<file path="config.mk">
export PLATFORM = sky130hd
export DESIGN_NAME = multi_player_input_mapper
export DESIGN_NICKNAME = d
export VERILOG_FILES = /design/src/rtl/fbig_input_pkg.sv /design/src/rtl/player_input_channel.sv /design/src/rtl/multi_player_input_mapper.sv
export SDC_FILE = /design/constraint.sdc
export NUM_CORES = 1
export LEC_CHECK = 0
export ABC_AREA = 1
export BUFFER_PORTS_ARGS = -buffer_cell sky130_fd_sc_hd__buf_2
export CAP_MARGIN = 25
export CORE_MARGIN = 4
export CORE_UTILIZATION = 55
export CTS_CLUSTER_DIAMETER = 40
export DETAILED_ROUTE_END_ITERATION = 7
export GPL_TIMING_DRIVEN = 0
export PLACE_DENSITY_LB_ADDON = 0.08
export SYNTH_ARGS = -nofsm -noshare
export SYNTH_HDL_FRONTEND = slang
export SYNTH_SLANG_ARGS = --single-unit
</file>
<file path="constraint.sdc">
create_clock -name Clk -period 2.2 [get_ports Clk]
set_input_delay 0.22 -clock Clk [delete_from_list [all_inputs] [get_ports Clk]]
set_output_delay 0.22 -clock Clk [all_outputs]
set_load 0.005 [all_outputs]
</file>
<file path="src/rtl/fbig_input_pkg.sv">
// rtl/fbig_input_pkg.sv - shared action/direction types and the per-player HID keymap
package fbig_input_pkg;

    typedef enum logic [1:0] {
        ACT_LEFT  = 2'd0,
        ACT_RIGHT = 2'd1,
        ACT_JUMP  = 2'd2
    } action_t;

    typedef enum logic [1:0] {
        DIR_IDLE  = 2'd0,
        DIR_LEFT  = 2'd1,
        DIR_RIGHT = 2'd2
    } dir_state_t;

    localparam logic [7:0] HID_ERR_ROLLOVER = 8'h01;

    // KEYMAP[player][action]: arrows, WASD, IJL, numpad 4/6/8
    localparam logic [0:3][0:2][7:0] KEYMAP = {
        8'h50, 8'h4F, 8'h52,
        8'h04, 8'h07, 8'h1A,
        8'h0D, 8'h0F, 8'h0C,
        8'h5C, 8'h5E, 8'h60
    };

endpackage

</file>
<file path="src/rtl/player_input_channel.sv">
// rtl/player_input_channel.sv - one player's left/right resolver FSM and buffered jump request
module player_input_channel
    import fbig_input_pkg::*;
#(
    parameter int JUMP_BUF_FRAMES = 6
) (
    input  logic       clk,
    input  logic       rst_n,
    input  logic [2:0] hit,
    input  logic       tick,
    input  logic       jump_ack,
    output logic       move_left,
    output logic       move_right,
    output logic       jump_req
);

    dir_state_t state, state_next;
    logic [2:0] prev_hit, prev_hit_next;
    logic [2:0] new_hit;
    logic       jump_req_next;
    logic [3:0] cnt, cnt_next;

    assign new_hit = hit & ~prev_hit;

    always_ff @(posedge clk or negedge rst_n) begin
        if (!rst_n) begin
            state    <= DIR_IDLE;
            prev_hit <= '0;
            jump_req <= 1'b0;
            cnt      <= '0;
        end else begin
            state    <= state_next;
            prev_hit <= prev_hit_next;
            jump_req <= jump_req_next;
            cnt      <= cnt_next;
        end
    end

    always_comb begin
        state_next    = state;
        prev_hit_next = prev_hit;
        jump_req_next = jump_req;
        cnt_next      = cnt;
        if (tick) begin
            prev_hit_next = hit;
            case ({hit[ACT_LEFT], hit[ACT_RIGHT]})
                2'b10:   state_next = DIR_LEFT;
                2'b01:   state_next = DIR_RIGHT;
                2'b00:   state_next = DIR_IDLE;
                default: begin
                    // both held: the most recent press wins, a tie keeps the current direction
                    if (new_hit[ACT_LEFT] && !new_hit[ACT_RIGHT])
                        state_next = DIR_LEFT;
                    else if (new_hit[ACT_RIGHT] && !new_hit[ACT_LEFT])
                        state_next = DIR_RIGHT;
                end
            endcase
        end
        if (tick && new_hit[ACT_JUMP]) begin
            jump_req_next = 1'b1;
            cnt_next      = 4'(JUMP_BUF_FRAMES);
        end else if (jump_ack && jump_req) begin
            jump_req_next = 1'b0;
            cnt_next      = '0;
        end else if (tick && jump_req) begin
            cnt_next = cnt - 4'd1;
            if (cnt == 4'd1)
                jump_req_next = 1'b0;
        end
    end

    assign move_left  = (state == DIR_LEFT);
    assign move_right = (state == DIR_RIGHT);

endmodule

</file>
<file path="src/rtl/multi_player_input_mapper.sv">
// rtl/multi_player_input_mapper.sv - HID report latch, keymap decode, frame retiming; STUCK_KEY_TIMEOUT_EN adds auto-release
module multi_player_input_mapper
    import fbig_input_pkg::*;
#(
    parameter int NUM_SLOTS       = 6,
    parameter int NUM_PLAYERS     = 2,
    parameter int JUMP_BUF_FRAMES = 6,
    parameter int STUCK_FRAMES    = 255
) (
    input  logic                     Clk,
    input  logic                     Reset_n,
    input  logic [8*NUM_SLOTS-1:0]   keycodes,
    input  logic                     keycode_valid,
    input  logic                     frame_clk,
    input  logic [NUM_PLAYERS-1:0]   jump_ack,
    output logic [NUM_PLAYERS-1:0]   move_left,
    output logic [NUM_PLAYERS-1:0]   move_right,
    output logic [NUM_PLAYERS-1:0]   jump_req,
    output logic                     any_key
);

    logic [1:0]                   frame_sync;
    logic                         frame_sync_d;
    logic                         tick;
    logic [8*NUM_SLOTS-1:0]       report;
    logic                         rollover;
    logic                         accept;
    logic [NUM_PLAYERS-1:0][2:0]  hit;
    logic                         report_nz;
    logic                         report_nz_d;

    // frame_clk is asynchronous: two-flop sync, then a registered rising-edge pulse
    always_ff @(posedge Clk or negedge Reset_n) begin
        if (!Reset_n) begin
            frame_sync   <= '0;
            frame_sync_d <= 1'b0;
            tick         <= 1'b0;
        end else begin
            frame_sync   <= {frame_sync[0], frame_clk};
            frame_sync_d <= frame_sync[1];
            tick         <= frame_sync[1] & ~frame_sync_d;
        end
    end

    always_comb begin
        rollover = 1'b0;
        for (int s = 0; s < NUM_SLOTS; s++)
            if (keycodes[8*s +: 8] == HID_ERR_ROLLOVER)
                rollover = 1'b1;
    end

    assign accept = keycode_valid && !rollover;

`ifdef STUCK_KEY_TIMEOUT_EN
    logic [7:0] stuck_cnt;

    always_ff @(posedge Clk or negedge Reset_n) begin
        if (!Reset_n) begin
            report    <= '0;
            stuck_cnt <= '0;
        end else if (accept) begin
            report    <= keycodes;
            stuck_cnt <= '0;
        end else begin
            if (tick && stuck_cnt != 8'hFF)
                stuck_cnt <= stuck_cnt + 8'd1;
            if (stuck_cnt == 8'(STUCK_FRAMES))
                report <= '0;
        end
    end
`else
    logic stuck_frames_unused;
    assign stuck_frames_unused = ^8'(STUCK_FRAMES);

    always_ff @(posedge Clk or negedge Reset_n) begin
        if (!Reset_n)
            report <= '0;
        else if (accept)
            report <= keycodes;
    end
`endif

    always_comb begin
        hit = '0;
        for (int p = 0; p < NUM_PLAYERS; p++)
            for (int a = 0; a < 3; a++)
                for (int s = 0; s < NUM_SLOTS; s++)
                    if (report[8*s +: 8] == KEYMAP[p][a])
                        hit[p][a] = 1'b1;
    end

    assign report_nz = |report;

    always_ff @(posedge Clk or negedge Reset_n) begin
        if (!Reset_n)
            report_nz_d <= 1'b0;
        else
            report_nz_d <= report_nz;
    end

    assign any_key = report_nz & ~report_nz_d;

    for (genvar p = 0; p < NUM_PLAYERS; p++) begin : g_player
        player_input_channel #(
            .JUMP_BUF_FRAMES(JUMP_BUF_FRAMES)
        ) u_channel (
            .clk       (Clk),
            .rst_n     (Reset_n),
            .hit       (hit[p]),
            .tick      (tick),
            .jump_ack  (jump_ack[p]),
            .move_left (move_left[p]),
            .move_right(move_right[p]),
            .jump_req  (jump_req[p])
        );
    end

endmodule

</file>
==> flow_summary.toml <==
[timing]
setup_viol = 0
worst_pin_slew_ns = 0.428
skew_ns = 0.00392
layout_min_cycle_time_ns = 2.11
hold_violations = 0
fin_ws_ns = 0.0861
period_share = 0.961
slew_violations = 0
maxSlewHeadroom = 0.715
timing.fmax_mhz = 473

[global_routing]
grt_max_degree = 55
grt_usage = 0.236
grt_pass1_wl_um = 16800
gr-total-overflow = 0
grt_pass1_vias = 3731
antenna_found_initial = 0

[logic_synthesis]
ys_seq_area_frac = 0.427
synthAdderAreaFrac = 0.0351
synth.distinct_cells = 30
synthXorXnorAreaFrac = 0
netlist_area_um2 = 4280
synth_simple_gate_area_share = 0.302
post_synth.cell_area_avg_um2 = 7.01
syn_inst = 611
synth_top_family_by_area = "simple AND/OR/NAND/NOR gates"
synth.area.mux_share = 0
synth_compound_area_frac = 0.102
ys_warn_count = 0
syn-num-nets = 677
ys_ff_latch = 73

[power]
intPower_w = 0.00259
switching_share = 0.304
p_switching_w = 0.00113
sequentialPowerShare = 0.444
power.density_nw_per_um2 = 737
comb_power_share = 0.214
p_leak_nw = 2.72
power.total_w = 0.00372
vdd_drop_max_mv = 0.448
pwr-share-clk = 0.342

[setup_path]
cp_max_fo = 3
cp-end-kind = "output pin"
critPathKind = "reg -> out"
critPathRequiredTime_ns = 1.98
worstPathArrival_ns = 1.89
worstSetupStartpointType = "register"

[cells_and_area]
n_fill_cell = 655
design_area_um2 = 5040
area_growth_syn_to_layout_pct = 17.7
nets = 752
multiInputGateArea_um2 = 1910
seq_area_um2 = 1830
layout_commonest_cell = "nand2_1"
final_cell_mix = "nand2_1 (156), inv_1 (117), nor2_1 (86)"
drive_gt1_frac = 0.159
antenna_cells = 0

[die]
die_y_um = 96.2
placeableCoreArea_um2 = 7410
ios = 61
die-area_um2 = 9260
start_util = 0.578
die_x_um = 96.2
num_rows = 31

[route]
drc = 0
wl_per_cell_um = 12.6
routed_wl_um = 9960
drt_first_pass_iters = 5
vias_per_cell = 4.99
ant_nets = 0
vias = 3942
first_iter_violations = 258

[clocking]
cts_buffer_depth = 2
clock-sinks = 73
h-tree-depth = 3
path_clk_slew_ns = 0.08
ctsRootBufferMaster = "clkbuf_8"
cts_tree = "done"
clock_latency_ns = 0.35
cts_inserted_buffers = 9

[place]
placed_area_um2 = 4730
io_buffers = 60
dp_hpwl_um = 7840
pre_cts_slack_ns = 0.274
place.gp.congestion = 0.916

[min_path]
min_path_type = "in -> reg"

[flow_run]
cap_violations = 0

[outcome]
status = "complete, no violations"
## per-stage QoR
step,TNS [ns],hold slack (ns),instances,utilization
after CTS,0,0.109,789,0.675
after floorplan,0,-0.0756,611,-
after global routing,-0.0137,0.123,790,0.680
after global placement,0,0.330,770,0.635
final,0,0.120,790,0.680
after detailed placement,0,0.125,771,0.639
## synthesized netlist by cell type, drive strengths merged
cell | n | share of area
a21oi | 28 | 0.034
nor3 | 9 | 0.011
clkbuf | 3 | 0.0026
ha | 12 | 0.035
o22ai | 2 | 0.0029
nand4 | 15 | 0.022
inv | 117 | 0.10
a31oi | 2 | 0.0029
o21ai | 45 | 0.053
nand3b | 1 | 0.0018
nand3 | 26 | 0.033
o311ai | 1 | 0.0020
dfrtp | 73 | 0.43
nor4 | 5 | 0.0073
buf | 15 | 0.029
o21bai | 1 | 0.0018
nor2 | 92 | 0.083
o211ai | 1 | 0.0018
o31ai | 1 | 0.0018
or2 | 1 | 0.0015
nor3b | 1 | 0.0018
a32oi | 1 | 0.0020
nand2 | 159 | 0.14
## flip-flops by register name, indices dropped and copies added (netlist names)
register and count:
report 48, g_player.u_channel.cnt 8, g_player.u_channel.prev_hit 6, g_player.u_channel.state 4, frame_sync 2, g_player.u_channel.jump_req 2, frame_sync_d 1, report_nz_d 1
tick 1
## worst max-delay path: stages, from the launching register on
cell and delay, ns:
dfrtp_1 0.41, nor2_2 0.14, inv_1 0.08, nor2_4 0.12
nor3b_2 0.17, nand3_1 0.13, nor4_4 0.28, nor2_1 0.07
buf_2 0.13
## kinds of logic (layout without fill, tap and decap cells)
kind of cell    after synthesis  count (layout)
simple gates                309             309
fa+ha+maj                    12              12
buf+inv                     135             215
compound gates               82              82
flops                        73              73
## final cells by class
type / instances / area share
flip-flops and latches: 73 / 0.362
clock inverters: 7 / 0.0236
plain buffers: 18 / 0.0268
well taps: 99 / 0.0246
clock buffers: 9 / 0.0246
inverters: 117 / 0.0871
repair buffers: 64 / 0.0710
multi-input cells: 403 / 0.380
## timing repair
| action | 4_1_cts | 5_1_grt |
|---|---|---|
| setup endpoints to repair | 1 | 1 |
| buffers inserted | 0 | 1 |
| gates resized for setup | 1 | 6 |
| hold endpoints to repair | 20 | 0 |
| hold buffers | 2 | 0 |
| pin swaps | 0 | 1 |
## power groups by stage
stage | logic [W] | registers [W] | clock network (W)
2_1_floorplan | 0.000554 | 0.00164 | 0
3_3_place_gp | 0.000747 | 0.00167 | 0
3_5_place_dp | 0.000787 | 0.00167 | 0
4_1_cts | 0.000793 | 0.00165 | 0.00130
5_1_grt | 0.000927 | 0.00167 | 0.00136
6_report | 0.000796 | 0.00165 | 0.00127
## worst paths after layout
path                                         start                                          to  slack, ns  cells after the start
setup / recovery            report[37]$_DFFE_PN0P_                                     any_key       0.09                      8
hold / removal                        keycodes[10]                      report[10]$_DFFE_PN0P_       0.12                      3
max in group asynchronous                  Reset_n                      report[40]$_DFFE_PN0P_       1.35                      3
min in group asynchronous                  Reset_n                      report[37]$_DFFE_PN0P_       0.29                      2
hold reg to reg            frame_sync[0]$_DFF_PN0_                     frame_sync[1]$_DFF_PN0_       0.35                      0
setup reg to reg            report[29]$_DFFE_PN0P_  g_player[1].u_channel.state[1]$_DFFE_PN0P_       0.26                     12
## layer usage
layer / global-route usage / part of all wire / up-vias
met5: 0 / 0 / -
met4: 0.0521 / 0.0080 / 0
met3: 0.0469 / 0.047 / 11
met2: 0.390 / 0.47 / 92
met1: 0.320 / 0.48 / 1795
li1: - / - / 2044
Power figures use the tool's default switching activity.
